File: src/rtl/serial_add_pkg.sv
// Shared definitions for the bit-serial adder: controller state encoding
// and the default operand width.
package serial_add_pkg;

    localparam int DEFAULT_WIDTH = 8;

    // Encoding 2'd3 is unused and falls back to IDLE in the controller.
    typedef enum logic [1:0] {
        ST_IDLE  = 2'd0,
        ST_SHIFT = 2'd1,
        ST_DONE  = 2'd2
    } state_e;

endpackage

File: src/rtl/serial_fa_slice.sv
// Single 1-bit full-adder slice, purely combinational; the controller reuses
// it once per bit position.
module serial_fa_slice (
    input  logic a,
    input  logic b,
    input  logic cin,
    output logic s,
    output logic c
);

    logic w_p;

    assign w_p = a ^ b;
    assign s   = w_p ^ cin;
    assign c   = (a & b) | (cin & w_p);

endmodule

File: src/rtl/serial_add_ctrl.sv
// Bit-serial WIDTH-bit adder: one full-adder slice walked LSB-first over
// WIDTH cycles, with valid/ready handshakes on the operand and result sides.
module serial_add_ctrl
    import serial_add_pkg::*;
#(
    parameter int WIDTH = DEFAULT_WIDTH
) (
    input  logic             clk,
    input  logic             rst_n,
    input  logic             in_valid,
    output logic             in_ready,
    input  logic [WIDTH-1:0] a,
    input  logic [WIDTH-1:0] b,
    input  logic             cin,
    output logic             out_valid,
    input  logic             out_ready,
    output logic [WIDTH-1:0] sum,
    output logic             cout,
    output logic             ovf,
    output logic             busy
);

    localparam int               CNT_W    = $clog2(WIDTH);
    localparam logic [CNT_W-1:0] CNT_PEN  = CNT_W'(WIDTH - 2);
    localparam logic [CNT_W-1:0] CNT_LAST = CNT_W'(WIDTH - 1);

    state_e           r_state;
    logic [WIDTH-1:0] r_a_sh;
    logic [WIDTH-1:0] r_b_sh;
    logic [WIDTH-2:0] r_sum_sh;
    logic             r_carry;
    logic             r_msb_cin;
    logic [CNT_W-1:0] r_cnt;

    logic             w_s;
    logic             w_c;
    logic [WIDTH-1:0] w_sum_next;

    serial_fa_slice u_slice (
        .a   (r_a_sh[0]),
        .b   (r_b_sh[0]),
        .cin (r_carry),
        .s   (w_s),
        .c   (w_c)
    );

    // The LSB of the sum shifter is never needed after the last shift, so only
    // the upper WIDTH-1 bits are stored and the new bit is prepended here.
    assign w_sum_next = {w_s, r_sum_sh};

    // NOTE: every state element is updated with non-blocking assignments so all
    // flops sample pre-edge values; the shift registers are reset too, so an
    // aborted operation can never leak bits into the next result.
    always_ff @(posedge clk or negedge rst_n) begin
        if (!rst_n) begin
            r_state   <= ST_IDLE;
            r_a_sh    <= '0;
            r_b_sh    <= '0;
            r_sum_sh  <= '0;
            r_carry   <= 1'b0;
            r_msb_cin <= 1'b0;
            r_cnt     <= '0;
            in_ready  <= 1'b1;
            out_valid <= 1'b0;
            busy      <= 1'b0;
            sum       <= '0;
            cout      <= 1'b0;
            ovf       <= 1'b0;
        end else begin
            case (r_state)
                ST_IDLE: begin
                    if (in_valid && in_ready) begin
                        r_a_sh   <= a;
                        r_b_sh   <= b;
                        r_carry  <= cin;
                        r_cnt    <= '0;
                        in_ready <= 1'b0;
                        busy     <= 1'b1;
                        r_state  <= ST_SHIFT;
                    end
                end

                ST_SHIFT: begin
                    r_a_sh   <= r_a_sh >> 1;
                    r_b_sh   <= r_b_sh >> 1;
                    r_sum_sh <= w_sum_next[WIDTH-1:1];
                    r_carry  <= w_c;
                    // Carry out of bit WIDTH-2 is the carry into the MSB.
                    if (r_cnt == CNT_PEN) begin
                        r_msb_cin <= w_c;
                    end
                    if (r_cnt == CNT_LAST) begin
                        sum       <= w_sum_next;
                        cout      <= w_c;
                        ovf       <= r_msb_cin ^ w_c;
                        out_valid <= 1'b1;
                        busy      <= 1'b0;
                        r_state   <= ST_DONE;
                    end else begin
                        r_cnt <= r_cnt + CNT_W'(1);
                    end
                end

                ST_DONE: begin
                    if (out_ready) begin
                        out_valid <= 1'b0;
                        in_ready  <= 1'b1;
                        r_state   <= ST_IDLE;
                    end
                end

                default: begin
                    in_ready  <= 1'b1;
                    out_valid <= 1'b0;
                    busy      <= 1'b0;
                    r_state   <= ST_IDLE;
                end
            endcase
        end
    end

endmodule
File: config.mk
export PLATFORM = sky130hd
export DESIGN_NAME = serial_add_ctrl
export DESIGN_NICKNAME = d
export VERILOG_FILES = /design/src/rtl/serial_add_pkg.sv /design/src/rtl/serial_fa_slice.sv /design/src/rtl/serial_add_ctrl.sv
export SDC_FILE = /design/constraint.sdc
export NUM_CORES = 1
export LEC_CHECK = 0
export ABC_CLOCK_PERIOD_IN_PS = 1800
export CORE_MARGIN = 2
export CORE_UTILIZATION = 47
export CTS_BUF_LIST = sky130_fd_sc_hd__clkbuf_16
export DETAILED_ROUTE_END_ITERATION = 6
export MAX_ROUTING_LAYER = met4
export PLACE_DENSITY = 0.75
export SLEW_MARGIN = 40
export SYNTH_ARGS = -nofsm -noshare
export SYNTH_HDL_FRONTEND = slang
export SYNTH_SLANG_ARGS = --single-unit
File: constraint.sdc
create_clock -name clk -period 1.8 [get_ports clk]
set_clock_uncertainty 0.1 [all_clocks]
set_input_delay 0.36 -clock clk [delete_from_list [all_inputs] [get_ports clk]]
set_output_delay 0.36 -clock clk [all_outputs]
set_load 0.05 [all_outputs]
==> flow_summary.toml, run 1 <==
[worst_setup_path]
worstPathMaxFanout = 11
cp.arrival_ns = 1.80
critPathRequiredTime_ns = 1.87
end_kind = "flop"
critPathKind = "flop to flop"
startpoint_type = "flop"

[timing]
fin_tns_setup_ns = 0
worst_slew_pin_slew_ns = 0.473
rsz0062_at_grt = "false"
fmax_mhz = 577
holdWs_ns = 0.384
setup_viol = 0
relSlewSlack = 0.684
slew_viol_final = 0
hold_viol_final = 0
finalCriticalPeriod_ns = 1.73
post-route-period-util = 0.963

[detailed_routing]
drtPass1Iterations = 4
wl_microns = 3910
wl_per_cell_microns = 15.3
num_vias = 1387
viasPerCell = 5.44
drt-initial-drc-count = 97
ant_nets = 0
drc = 0

[pwr]
p_seq_frac = 0.353
p_clk_frac = 0.253
switchingPower_mw = 1.60
swShare = 0.349
total_leakage_power_nw = 1.15
p_int_mw = 2.98
p_comb_frac = 0.393
vdd_drop_max_v = 0.000764
cellPowerDensity_nw_per_um2 = 1780

[synth]
yosysTopAreaCell = "dfrtp_1"
synth_top_cell_area_share = 0.536
synth_nets = 185
yosysWarnings = 0
synthTopCellsByArea = "dfrtp_1 54%, mux2_2 10%, mux2i_1 7.1%"
ys_types = 31
ys_seq_elements = 43
syn_area_per_cell_sq_um = 12.3
syn-cell-area_sq_um = 1960
syn_inst = 160
ys_seq_area_frac = 0.549

[die]
die_h_microns = 68.6
dieArea_sq_um = 4710
die_w_microns = 68.6
num_rows = 23
ioPinCount = 34
initial_core_util = 0.490
design.core.area_sq_um = 4000

[global_routing]
grt_max_degree = 26
grt_pass1_vias = 1440
overflow = 0
grt_first_pass_wirelength_microns = 6490
antenna_found_initial = 0
grt.total_usage = 0.201

[clock_network]
htree_levels = 2
clock-root-buffer = "clkbuf_16"
worstSkewPairLatency_ns = 0.29
clk_pin_slew_worst_paths_ns = 0.06
cts_tree = "built"
clockBufferDepth = 2
cts_sinks = 43
cts_buffers = 5

[place]
place_area_sq_um = 2380
gp_congestion = 0.787
portBuffers = 33
hpwl_microns = 2850

[min_path]
hold_class = "flop to flop"

[finish]
mostFrequentLayoutCell = "dfrtp_1"
nets = 229
area_delta_synth_final_pct = 31.6
finish.instance_area_sq_um = 2580
antennaDiodeCount = 0
fillers = 311
drive_gt1_frac = 0.293
layout_common_cells = "42 x dfrtp_1, 26 x o21ai_0, 25 x buf_4"

[run_status]
status = "complete, no violations"

[flow_run]
drv_cap = 0
layout make-up:
cell class	count	area (sq um)	area share
flip-flops and latches	43	1080	0.417
multi-input cells	102	786	0.304
repair buffers	49	453	0.175
clock buffers	5	125	0.0484
clock inverters	3	67.6	0.0262
well taps	50	62.6	0.0242
inverters	3	11.3	0.00436
stage by stage:
stage / setup slack, ns / std cells / power [mW] / util
2_1_floorplan: 0.0124 / 160 / 2.91 / -
3_3_place_gp: 0.0868 / 246 / 3.33 / 0.595
3_5_place_dp: 0.0189 / 246 / 3.44 / 0.595
4_1_cts: 0.0609 / 255 / 4.64 / 0.646
5_1_grt: 0.0188 / 255 / 4.87 / 0.646
6_report: 0.0675 / 255 / 4.58 / 0.646
cell usage after synthesis:
cell type and number:
mux2i_1 14, nor2_1 6, ha_1 3, clkbuf_2 1
clkbuf_1 3, o21ai_0 26, and3b_1 1, buf_2 3
o31ai_1 1, mux2_2 18, fa_1 1, inv_1 3
o22a_1 1, nand3_1 1, dfrtp_1 42, xnor2_1 1
nor2b_4 1, a32o_1 1, o2bb2ai_1 2, buf_6 5
nand2_1 5, a21oi_1 4, a21oi_2 1, o21ai_1 6
nor3_1 2, or2_1 1, mux2_4 2, o22ai_1 1
a22oi_1 2, dfstp_2 1, nand3b_1 1
critical path: stages, from the launching register on:
cell	delay, ns
dfrtp_1	0.43
ha_1	0.21
ha_1	0.20
nand3b_1	0.17
buf_12	0.16
mux2_2	0.34
state kept, by name (all words and copies together), names as in the netlist, 2 cells and up:
signal	cells
r_sum_sh	7
r_a_sh	8
r_cnt	3
r_state	2
r_b_sh	8
sum	8
cell families after synthesis:
group	share of synthesized area
AOI/OAI and AO/OA	0.129
DFF	0.549
muxes	0.190
and+or+nand+nor	0.0472
buffers and inverters	0.0504
adders and majority gates	0.0293
xor gates and xnor gates	0.00447
path summary, 6_finish.rpt:
path,startpoint,end,slack [ns],cells past startpoint
setup reg to reg,r_cnt[1],sum[7],0.07,5
min in group asynchronous,rst_n,r_state[0],0.46,2
setup / recovery,r_cnt[1],sum[7],0.07,5
max in group asynchronous,rst_n,r_sum_sh[5],0.65,3
hold reg to reg,ovf,ovf,0.38,2
hold / removal,ovf,ovf,0.38,2
power by group through the flow:
| stage | sequential, mW | clock [mW] | combinational [mW] |
|---|---|---|---|
| after detailed placement | 1.63 | 0 | 1.81 |
| after floorplan | 1.89 | 0 | 1.02 |
| after global routing | 1.67 | 1.23 | 1.97 |
| after CTS | 1.62 | 1.19 | 1.83 |
| final | 1.62 | 1.16 | 1.80 |
| after global placement | 1.61 | 0 | 1.72 |
per-layer routing:
metal / global-route usage / vias up / share of wire
li1: - / 657 / -
met1: 0.211 / 695 / 0.41
met2: 0.353 / 30 / 0.52
met3: 0.0536 / 5 / 0.048
met4: 0.0900 / 0 / 0.018
met5: - / - / 0
what timing repair did:
item,4_1_cts,5_1_grt
endpoints found under the hold margin,17,0
hold buffers,1,0
buffers inserted,0,0
gates resized for setup,0,0
Power figures use the tool's default switching activity.
==> run 2: changes to the inputs <==
--- a/config.mk
+++ b/config.mk
@@ -7,11 +7,10 @@
 export LEC_CHECK = 0
 export ABC_CLOCK_PERIOD_IN_PS = 1800
 export CORE_MARGIN = 2
-export CORE_UTILIZATION = 47
+export CORE_UTILIZATION = 25
 export CTS_BUF_LIST = sky130_fd_sc_hd__clkbuf_16
 export DETAILED_ROUTE_END_ITERATION = 6
 export MAX_ROUTING_LAYER = met4
-export PLACE_DENSITY = 0.75
 export SLEW_MARGIN = 40
 export SYNTH_ARGS = -nofsm -noshare
 export SYNTH_HDL_FRONTEND = slang
==> run 2 against run 1 <==
Effect of this change: combinational power hardly changed; worst setup slack better by 0.035 ns; hold slack better by 0.0076 ns; via count is 3.4% lower; cell count is 20% higher; die area is 82% higher; critical endpoint is now cout; clock power is 23% lower.
==> flow_summary.toml, run 2 (synthesized netlist as in run 1, its figures left out) <==
[run_status]
status = "complete, no violations"

[clock_network]
hold_buffers = 1
clk_pin_slew_worst_paths_ns = 0.06
clockBufferDepth = 2
cts_sinks = 43
cts_tree = "built"
post_cts_resized = 0
post_cts_buffers = 0
worstSkewPairLatency_ns = 0.28
clock-root-buffer = "clkbuf_16"
htree_levels = 2
cts_buffers = 5

[worst_setup_path]
crit_buf_inv = 1
max_stage_delay_ns = 0.41
crit_slowest_cell = "dfrtp_1"
path_common_cell = "ha_1"
path_cells = "ha_1, ha_1, nand3b_1, buf_12, mux2_2"
critPathTopFamily = "adder cells"
r2r_end = "cout"
end_kind = "flop"
cp_num_cells = 5
critPathRequiredTime_ns = 1.87
endpoint = "cout"
worstPathMaxFanout = 11
startpoint_type = "flop"
startpoint = "r_cnt[0]"
r2r_cells = 5
cp.arrival_ns = 1.77
timing.reg2reg.setup_slack_ns = 0.10
r2r-start = "r_cnt[0]"
critPathKind = "flop to flop"

[pwr]
total_leakage_power_nw = 1.13
cellPowerDensity_nw_per_um2 = 1640
vdd_drop_max_v = 0.000547
power.total_mw = 4.27

[timing]
slew_viol_final = 0
worst_slew_pin_slew_ns = 0.234
hold_viol_final = 0
fmax_mhz = 589
rsz0062_at_grt = "false"
fin_tns_setup_ns = 0
relSlewSlack = 0.844
finalCriticalPeriod_ns = 1.70
post-route-period-util = 0.943
setup_viol = 0

[detailed_routing]
drt-initial-drc-count = 42
ant_nets = 0
wl_microns = 3810
num_vias = 1340
drc = 0
drtPass1Iterations = 4
wl_per_cell_microns = 12.5
viasPerCell = 4.39

[finish]
fillers = 754
ff_latch_area_sq_um = 1080
drive_gt1_frac = 0.286
final_cells = 305
reg_top3 = "r_a_sh x8, r_b_sh x8, sum x8"
area_delta_synth_final_pct = 32.4
nets = 227
layout_common_cells = "42 x dfrtp_1, 26 x o21ai_0, 22 x buf_4"
finish.instance_area_sq_um = 2600
mostFrequentLayoutCell = "dfrtp_1"
antennaDiodeCount = 0
multi_input_area_sq_um = 786

[global_routing]
antenna_found_initial = 0
grt_first_pass_wirelength_microns = 6510
overflow = 0
grt.total_usage = 0.100
grt_max_degree = 44
grt_pass1_vias = 1303

[flow_run]
drv_cap = 0

[place]
place_area_sq_um = 2440
portBuffers = 33
gp_congestion = 0.753
hpwl_microns = 2670
post-place-cells = 296

[min_path]
hold_class = "flop to flop"

[die]
die_h_microns = 92.6
die_w_microns = 92.6
ioPinCount = 34
initial_core_util = 0.257
design.core.area_sq_um = 7650
num_rows = 32
dieArea_sq_um = 8570
## run 2: metal layers
layer | part of all wire | up-vias | track usage
met5 | 0 | - | -
met4 | 0.015 | 0 | 0.0373
met3 | 0.046 | 7 | 0.0269
met2 | 0.45 | 32 | 0.147
met1 | 0.49 | 645 | 0.133
li1 | - | 656 | -
## run 2: area by class of cell
class	instances	area share
flip-flops and latches	43	0.415
repair buffers	47	0.173
multi-input cells	102	0.303
clock inverters	3	0.00771
inverters	3	0.00434
clock buffers	5	0.0482
well taps	102	0.0491
## run 2: how the worst min path moves through the flow
stage	start	endpoint	cells after the start
6_report	ovf	ovf	2
5_1_grt	sum[2]	sum[2]	1
4_1_cts	ovf	ovf	2
3_5_place_dp	rst_n	sum[3]	2
3_3_place_gp	rst_n	sum[3]	2
2_1_floorplan	rst_n	busy	0
## run 2: stage by stage
step	hold slack, ns	setup WS, ns	util
final	0.391	0.103	0.340
after global placement	0.252	0.0939	0.319
after CTS	0.398	0.0963	0.340
after floorplan	-0.0356	0.0124	-
after global routing	0.425	0.0466	0.340
after detailed placement	0.258	0.0231	0.319
## run 2: worst reg2reg max path, stage by stage (launching register included)
cell and delay, ns:
dfrtp_1 0.41, ha_1 0.22, ha_1 0.19, nand3b_1 0.17, buf_12 0.16, mux2_2 0.33
## run 2: power by group
part	internal, mW	leakage (nW)	switching, mW
registers	1.37	0.536	0.235
clock network	0.511	0.0658	0.379
logic	0.826	0.526	0.950
==> run 3: changes to the inputs <==
--- a/config.mk
+++ b/config.mk
@@ -6,7 +6,6 @@
 export NUM_CORES = 1
 export LEC_CHECK = 0
 export ABC_CLOCK_PERIOD_IN_PS = 1800
-export CORE_MARGIN = 2
 export CORE_UTILIZATION = 25
 export CTS_BUF_LIST = sky130_fd_sc_hd__clkbuf_16
 export DETAILED_ROUTE_END_ITERATION = 6
==> run 3 against run 2 <==
Effect of this change: cell area increased by 1.3%; clock power is 27% higher; combinational power about the same; sequential cell count is the same; routed wire length decreased by 1.7%; cell count is 0.66% lower; largest cell class unchanged.
==> flow_summary.toml, run 3 (synthesized netlist as in run 1, its figures left out) <==
[clock_network]
clockBufferDepth = 2
cts_sinks = 43
clock-root-buffer = "clkbuf_16"
clk_pin_slew_worst_paths_ns = 0.06
htree_levels = 2
worstSkewPairLatency_ns = 0.28
cts_buffers = 5
cts_tree = "built"

[place]
portBuffers = 33
place_area_sq_um = 2430
hpwl_microns = 2780
gp_congestion = 0.757
post-place-cells = 294

[detailed_routing]
num_vias = 1324
viasPerCell = 4.37
wl_microns = 3750
wl_per_cell_microns = 12.4
ant_nets = 0
drc = 0
drtPass1Iterations = 4
drt-initial-drc-count = 50

[run_status]
status = "complete, no violations"

[global_routing]
grt_max_degree = 24
overflow = 0
antenna_found_initial = 0
grt_first_pass_wirelength_microns = 6600
grt_pass1_vias = 1409
grt.total_usage = 0.102

[worst_setup_path]
end_kind = "flop"
timing.reg2reg.setup_slack_ns = 0.12
worstPathMaxFanout = 11
critPathKind = "flop to flop"
critPathRequiredTime_ns = 1.86
startpoint_type = "flop"
cp.arrival_ns = 1.74

[finish]
reg_top3 = "r_a_sh x8, r_b_sh x8, sum x8"
fillers = 746
multi_input_area_sq_um = 786
finish.instance_area_sq_um = 2630
mostFrequentLayoutCell = "dfrtp_1"
antennaDiodeCount = 0
nets = 228
ff_latch_area_sq_um = 1080
layout_common_cells = "42 x dfrtp_1, 26 x o21ai_0, 24 x buf_4"
drive_gt1_frac = 0.284
area_delta_synth_final_pct = 34.2
final_cells = 303

[pwr]
vdd_drop_max_v = 0.000555
total_leakage_power_nw = 1.16
cellPowerDensity_nw_per_um2 = 1710
power.total_mw = 4.49

[timing]
finalCriticalPeriod_ns = 1.68
worst_slew_pin_slew_ns = 0.488
slew_viol_final = 0
fmax_mhz = 595
post-route-period-util = 0.933
fin_tns_setup_ns = 0
setup_viol = 0
rsz0062_at_grt = "false"
relSlewSlack = 0.675
hold_viol_final = 0

[min_path]
hold_class = "flop to flop"

[die]
design.core.area_sq_um = 7410
dieArea_sq_um = 8210
die_h_microns = 90.6
initial_core_util = 0.265
die_w_microns = 90.6
ioPinCount = 34
num_rows = 31

[flow_run]
drv_cap = 0
-- run 3: final cells by class --
type                    instances  area share
clock inverters                 3      0.0242
inverters                       3     0.00428
well taps                      99      0.0471
repair buffers                 48       0.169
multi-input cells             102       0.298
clock buffers                   5      0.0475
flip-flops and latches         43       0.409
-- run 3: repair_timing --
item | in CTS | in global routing
endpoints found under the hold margin | 19 | 0
buffers inserted | 0 | 0
hold buffers | 1 | 0
resized for setup | 0 | 0
-- run 3: worst max-delay path: stages (launching register included) --
cell and delay [ns]:
dfrtp_1 0.41, ha_1 0.22, ha_1 0.19, nand3b_1 0.16, buf_12 0.16, mux2_2 0.33
-- run 3: path summary, 6_finish.rpt --
kind / start / end / depth (start not counted)
setup / recovery: r_cnt[0] / sum[7] / 5
hold / removal: ovf / ovf / 2
setup reg to reg: r_cnt[0] / sum[7] / 5
hold reg to reg: ovf / ovf / 2
max in group asynchronous: rst_n / r_carry / 3
min in group asynchronous: rst_n / sum[4] / 2
-- run 3: per-stage QoR --
stage / setup slack [ns] / hold WS, ns / utilization
6_report: 0.120 / 0.390 / 0.355
3_5_place_dp: 0.0264 / 0.250 / 0.328
3_3_place_gp: 0.0820 / 0.252 / 0.328
5_1_grt: 0.0253 / 0.418 / 0.355
2_1_floorplan: 0.0124 / -0.0356 / -
4_1_cts: 0.0993 / 0.398 / 0.355
-- run 3: per-layer routing --
layer	global-route usage	share of wire
met1	0.134	0.49
met2	0.158	0.47
met3	0.0261	0.034
met4	0.0202	0
met5	-	0
-- run 3: power by group --
| group | switching (mW) | internal [mW] |
|---|---|---|
| Combinational | 0.944 | 0.815 |
| Sequential | 0.237 | 1.37 |
| Clock | 0.340 | 0.789 |
